==> config.mk <==
export PLATFORM = sky130hd
export DESIGN_NAME = if_stage_flat
export DESIGN_NICKNAME = d
export VERILOG_FILES = /design/src/rtl/cpu_pkg.sv /design/src/rtl/if_stage_if.sv /design/src/rtl/if_stage.sv /design/src/flat_wrapper.sv
export SDC_FILE = /design/constraint.sdc
export NUM_CORES = 1
export LEC_CHECK = 0
export BUFFER_PORTS_ARGS = -buffer_cell sky130_fd_sc_hd__clkbuf_2
export CAP_MARGIN = 20
export CORE_MARGIN = 3
export CORE_UTILIZATION = 51
export CTS_BUF_LIST = sky130_fd_sc_hd__clkbuf_8 sky130_fd_sc_hd__clkbuf_16
export CTS_CLUSTER_DIAMETER = 200
export DETAILED_ROUTE_END_ITERATION = 10
export MAX_ROUTING_LAYER = met4
export PLACE_DENSITY_LB_ADDON = 0.1
export SLEW_MARGIN = 25
export SYNTH_ARGS = -nofsm -noshare
export SYNTH_HDL_FRONTEND = slang
export SYNTH_SLANG_ARGS = --single-unit
==> constraint.sdc <==
create_clock -name clk -period 7.6 [get_ports clk]
set_clock_uncertainty 0.1 [all_clocks]
set_input_delay 1.52 -clock clk [delete_from_list [all_inputs] [get_ports clk]]
set_output_delay 1.52 -clock clk [all_outputs]
set_load 0.005 [all_outputs]
==> src/rtl/cpu_pkg.sv <==
// cpu_pkg: shared CPU constants (datapath width, reset PC, NOP encoding, instruction size)
package cpu_pkg;
  localparam int XLEN = 32;
  localparam logic [XLEN-1:0] RESET_PC = 32'h0000_0000;
  localparam logic [31:0] NOP_INST = 32'h0000_0013;
  localparam logic [XLEN-1:0] INST_BYTES = 4;
endpackage

==> src/rtl/if_stage_if.sv <==
// if_stage_if: fetch-stage bus; master = fetch stage (ROM address, IF/ID outputs), slave = ROM/redirect/downstream side
interface if_stage_if;
  import cpu_pkg::*;
  logic [XLEN-1:0] imem_addr;
  logic [31:0] imem_inst;
  logic redirect_valid;
  logic [XLEN-1:0] redirect_pc;
  logic out_valid;
  logic out_ready;
  logic [XLEN-1:0] out_pc;
  logic [XLEN-1:0] out_pc4;
  logic [31:0] out_inst;
  modport master(output imem_addr, out_valid, out_pc, out_pc4, out_inst, input imem_inst, redirect_valid, redirect_pc, out_ready);
  modport slave(input imem_addr, out_valid, out_pc, out_pc4, out_inst, output imem_inst, redirect_valid, redirect_pc, out_ready);
endinterface

==> src/rtl/if_stage.sv <==
// if_stage: PC register + IF/ID output register with valid/ready, redirect flush and stall; ports clk, rst (async high), fetch_en, bus (if_stage_if.master), fetch_cnt
module if_stage
  import cpu_pkg::*;
(
  input  logic clk,
  input  logic rst,
  input  logic fetch_en,
  if_stage_if.master b,
  output logic [31:0] fetch_cnt
);
  logic [XLEN-1:0] pc, out_pc, out_pc4;
  logic [31:0] out_inst;
  logic out_valid;
  logic fire, load_ok;
  assign fire = out_valid & b.out_ready;
  assign load_ok = !out_valid | b.out_ready;
  assign b.imem_addr = pc;
  assign b.out_valid = out_valid;
  assign b.out_pc = out_pc;
  assign b.out_pc4 = out_pc4;
  assign b.out_inst = out_inst;
  always_ff @(posedge clk or posedge rst) begin
    if (rst) begin
      pc <= RESET_PC;
      out_valid <= 1'b0;
      out_pc <= '0;
      out_pc4 <= '0;
      out_inst <= NOP_INST;
      fetch_cnt <= '0;
    end else if (b.redirect_valid) begin
      pc <= {b.redirect_pc[XLEN-1:2], 2'b00};
      out_valid <= 1'b0;
      out_inst <= NOP_INST;
    end else if (fetch_en && load_ok) begin
      out_pc <= pc;
      out_pc4 <= pc + INST_BYTES;
      out_inst <= b.imem_inst;
      out_valid <= 1'b1;
      pc <= pc + INST_BYTES;
      fetch_cnt <= fetch_cnt + 32'd1;
    end else if (!fetch_en && fire) begin
      out_valid <= 1'b0;
      out_inst <= NOP_INST;
    end
  end
endmodule

==> src/flat_wrapper.sv <==
// flat-port wrapper written by rule: the top's interface ports become plain ports
module if_stage_flat import cpu_pkg::*;
  (clk, rst, fetch_en, fetch_cnt, b_imem_addr, b_out_valid, b_out_pc, b_out_pc4, b_out_inst, b_imem_inst, b_redirect_valid, b_redirect_pc, b_out_ready);
  if_stage_if b_i ();
  input  logic clk;
  input  logic rst;
  input  logic fetch_en;
  output logic [31:0] fetch_cnt;
  output wire logic [$bits(b_i.imem_addr)-1:0] b_imem_addr;
  output wire logic [$bits(b_i.out_valid)-1:0] b_out_valid;
  output wire logic [$bits(b_i.out_pc)-1:0] b_out_pc;
  output wire logic [$bits(b_i.out_pc4)-1:0] b_out_pc4;
  output wire logic [$bits(b_i.out_inst)-1:0] b_out_inst;
  input wire logic [$bits(b_i.imem_inst)-1:0] b_imem_inst;
  input wire logic [$bits(b_i.redirect_valid)-1:0] b_redirect_valid;
  input wire logic [$bits(b_i.redirect_pc)-1:0] b_redirect_pc;
  input wire logic [$bits(b_i.out_ready)-1:0] b_out_ready;
  assign b_imem_addr = b_i.imem_addr;
  assign b_out_valid = b_i.out_valid;
  assign b_out_pc = b_i.out_pc;
  assign b_out_pc4 = b_i.out_pc4;
  assign b_out_inst = b_i.out_inst;
  assign b_i.imem_inst = b_imem_inst;
  assign b_i.redirect_valid = b_redirect_valid;
  assign b_i.redirect_pc = b_redirect_pc;
  assign b_i.out_ready = b_out_ready;
  if_stage u_core (.clk(clk), .rst(rst), .fetch_en(fetch_en), .b(b_i), .fetch_cnt(fetch_cnt));
endmodule
### Yosys cells after proc, flatten, opt, wreduce, memory -nomap -nowiden

Cells that the tools add are included.

* register bits after elaboration: 161
* input bits: 69
* output and inout port bits: 161
* word-level logic and storage cells: 26

* $add $sub $neg: 2
* muxes and demuxes: 8
* bitwise gates (word level): 3
* reduce and logical (&&, ||, !) cells: 7

Operator list (number)
* 2-to-1 mux 32 bit: 5
* adder 32 x 1 -> 32 bit (second input constant): 1
* adder 32 x 3 -> 32 bit (second input constant): 1
* 2-to-1 mux 1 bit: 3
* nonzero test 3 bit: 1
* logical AND 1 bit: 2
* zero test 1 bit: 2
* AND reduction 2 bit: 1
* nonzero test 2 bit: 1
* AND 1 bit: 1
* NOT 1 bit: 1
* OR 1 bit: 1

### Longest topological paths before layout

* depth in word-level cells: 5
* mapped depth: 7
* mapped depth without buffers: 6

### Worst setup path before layout

Ideal clock, no wire load.

* kind: input to register
* start: input port b_redirect_valid
* end: register u_core.fetch_cnt[27]
* library setup time: 0.123 ns
* data arrival time: 2.863 ns
* required time: 7.377 ns
* path slack: 4.514 ns
* stages: 6
* path buffers: 1
* path through: clkbuf_1 nor2b_1 nand3_1 nor4_2 nand4_1 xnor2_1

* longest elaborated chain between the ends: 2

RTL lines
* start: declaration: RTL line flat_wrapper.sv:15 `input wire logic [$bits(b_i.redirect_valid)-1:0] b_redirect_valid;`
* NOT 1 bit (no line)
* AND reduction 2 bit (no line)
* end signal: assignment: RTL line if_stage.sv:40 `fetch_cnt <= fetch_cnt + 32'd1;`
* end: declaration: RTL line if_stage.sv:9 `output logic [31:0] fetch_cnt`

No other way between the ends.
A chain may end at the register's enable or synchronous reset.

### Worst setup path after layout

* start: input port fetch_en
* end: register u_core.fetch_cnt[31]

* longest elaborated chain between the ends: 2

RTL lines
* start: declaration: RTL line flat_wrapper.sv:7 `input logic fetch_en;`
* logical AND 1 bit: RTL line if_stage.sv:34 `end else if (fetch_en && load_ok) begin`
* AND reduction 2 bit (no line)

No other way between the ends.

==> impl_metrics.toml <==
[outcome]
status = "completed"

[worst_setup_path]
path_cells = "clkbuf_2, nor2b_1, nand3_1, nor4_2, nand3_1, xnor2_1"
path_max_fanout = 7
crit_type = "in2reg"
cp.required_ns = 7.81
cp.arrival_ns = 3.40
path_buf_inv = 1
cp_common_cell = "nand3_1"
slowest_stage = "nor4_2"
endpoint_kind = "register"
reg2reg_slack_ns = 5.18
crit_path_start_kind = "primary input"
reg2reg_depth = 6
crit_path_max_incr_delay_ns = 0.65
r2r_end = "u_core.b.out_pc4[28]"
crit_family = "simple AND/OR/NAND/NOR gates"
reg2reg_from = "u_core.b.imem_addr[2]"

[synthesis]
synth.distinct_cells = 43
synthArstFlopShare_pct = 100
synth_seq_cells = 155
synth_top_area_cell = "dfrtp_1"
seq_area_frac_synth_pct = 54.8
synth_area_per_cell_sq_um = 9.97
synthTopCellsByCount = "nand2_1, dfrtp_1, o21ai_0"
synth.most_common_cell = "nand2_1"
synth-edff-count = 0
syn_area_sq_um = 7080
synth_ff_type = "dfrtp_1"
syn_inst = 710
yosys_warnings = 0
synth_top_cell_area_share_pct = 53.7
synth_area_leaders = "dfrtp_1, nand2_1, xnor2_1, xor2_1, o21ai_0"

[routing]
drtPass1Iterations = 4
drc = 0
drt-total-wl_microns = 17700
wire_per_inst_microns = 16.1
vias = 5827
drt-initial-drc-count = 429
ant_nets = 0
avgViaCountPerCell = 5.33

[timing]
max_freq_mhz = 313
period_needed_ns = 3.19
max_slew_margin_pct = 38.6
finalHoldViolCount = 0
fin_tns_setup_ns = 0
setup_viol = 0
rsz0062_at_grt = "false"
final_max_slew_viol_count = 0
fin_ws_ns = 4.41
finalCritPeriodShare_pct = 42.0
tightest_slew_ns = 0.921

[finish]
antennaDiodeCount = 0
area_growth_pct = 23.9
nFillCells = 1135
layout-drive-gt1-share_pct = 30.5
final_nets = 976

[clock_tree]
postCtsSetupBuffers = 0
clock_sinks = 155
htreeDepth = 4
path_clk_slew_ns = 0.07
numCtsBuffers = 17
root_buffer = "clkbuf_16"
cts_tree = "done"
clock_latency_ns = 0.42
hold_buffers = 0
cts_buffer_depth = 2
post_cts_resized = 0

[power_and_ir_drop]
ir_drop_mv = 0.141
cellLeakagePower_nw = 4.35
cellPowerDensity_nw_per_um2 = 241

[worst_hold_path]
hold_class = "reg2reg"
hold_depth = 2
min_to = "u_core.b.out_inst[1]"
hold_start = "u_core.b.out_inst[1]"

[global_routing]
antenna_found_initial = 0
grt_max_degree = 96
overflow = 0
grt_use_total_pct = 24.6
grt_pass1_wl_microns = 28600
grt_pass1_vias = 5724

[placed_design]
gp_congestion = 0.827
numPortBuffers = 221
dp_hpwl_microns = 12400
place_ws_ns = 3.90

[die]
dieWidth_microns = 124
num_io_pins = 230
rows = 42
core_area_sq_um = 13400
die_area_sq_um = 15300
die_y_microns = 124
initial_core_util_pct = 52.8

[flow_run]
maxCapViolCount = 0
## layer usage
layer | track usage [%] | wire length [microns] | up-vias
met5 | - | 0 | -
met4 | 7.40 | 195 | 0
met3 | 6.09 | 1220 | 21
met2 | 38.0 | 8620 | 198
met1 | 32.3 | 7620 | 2842
li1 | - | - | 2766
## through the flow
stage / util, % / total power, mW / cells / area [sq um] / hold WS (ns)
floorplan: - / 1.17 / 715 / 7100 / 0.349
global placement: 61.3 / 1.31 / 1062 / 8210 / 0.349
detailed placement: 61.3 / 1.33 / 1062 / 8210 / 0.357
CTS: 65.5 / 2.14 / 1094 / 8770 / 0.367
global route: 65.5 / 2.23 / 1094 / 8770 / 0.392
finish: 65.5 / 2.11 / 1094 / 8770 / 0.366
## cells in the final DEF, fill, tap and decap left out, drive strengths merged, types with 3 or more instances in the layout
cell / Yosys / routed
clkbuf: 32 / 238
nand2: 179 / 179
dfrtp: 152 / 152
o21ai: 57 / 57
xnor2: 52 / 52
xor2: 34 / 34
nand3: 30 / 30
a22o: 29 / 29
nand4: 27 / 27
nor2: 20 / 20
inv: 7 / 12
nor4: 11 / 11
and3: 10 / 10
nor3: 8 / 8
conb: 1 / 6
a21oi: 6 / 6
and4: 5 / 5
clkinv: 0 / 5
and2: 4 / 4
clkinvlp: 0 / 4
buf: 22 / 4
or2: 3 / 3
or4: 3 / 3
dfstp: 3 / 3
## sequential cells by signal, summed over array words and instances, names as in the netlist
name                cells
u_core.b.out_inst      32
u_core.b.out_pc        30
u_core.b.out_pc4       30
u_core.b.out_valid      1
u_core.b.imem_addr     30
u_core.fetch_cnt       32
## layout make-up
class                           count  area (sq um)  area share, %
Timing Repair Buffer              225          1140           12.9
Tap cell                          176           220           2.51
Clock buffer                       17           425           4.85
Sequential cell                   155          3880           44.2
Inverter                            7          31.3          0.356
Multi-Input combinational cell    499          2940           33.5
Clock inverter                     15           140           1.60
## report_power, final
part / total, mW / switching [mW] / internal [mW]
sequential: 1.01 / 0.0944 / 0.917
clock: 0.807 / 0.352 / 0.455
combinational: 0.295 / 0.158 / 0.138
total: 2.11 / 0.604 / 1.51
## tightest hold or removal path: cells and delay by family (launching register included)
kind	cells	cell delay (ns)
flip-flops	1	0.37
AO/OA/AOI/OAI	1	0.05
buffers and inverters	1	0.04
## worst max-delay path by stage
stage                        endpoint  slack [ns]      from  cells past startpoint
2_1_floorplan  u_core.b.imem_addr[10]        1.81       rst                      1
3_3_place_gp     u_core.fetch_cnt[27]        3.98  fetch_en                      6
3_5_place_dp     u_core.fetch_cnt[31]        3.90  fetch_en                      6
4_1_cts          u_core.fetch_cnt[31]        4.35  fetch_en                      6
5_1_grt          u_core.fetch_cnt[27]        4.17  fetch_en                      6
6_report         u_core.fetch_cnt[31]        4.41  fetch_en                      6
## cell families after synthesis
group	after synthesis	synth area share [%]
other cells	1	0.0530
xor+xnor	86	10.6
compound gates	94	8.34
simple gates	308	21.2
buf+inv	61	4.17
fa+ha+maj	2	0.353
flops	155	54.8
mux	3	0.442
Note: power is estimated with default switching activity, not from simulation.
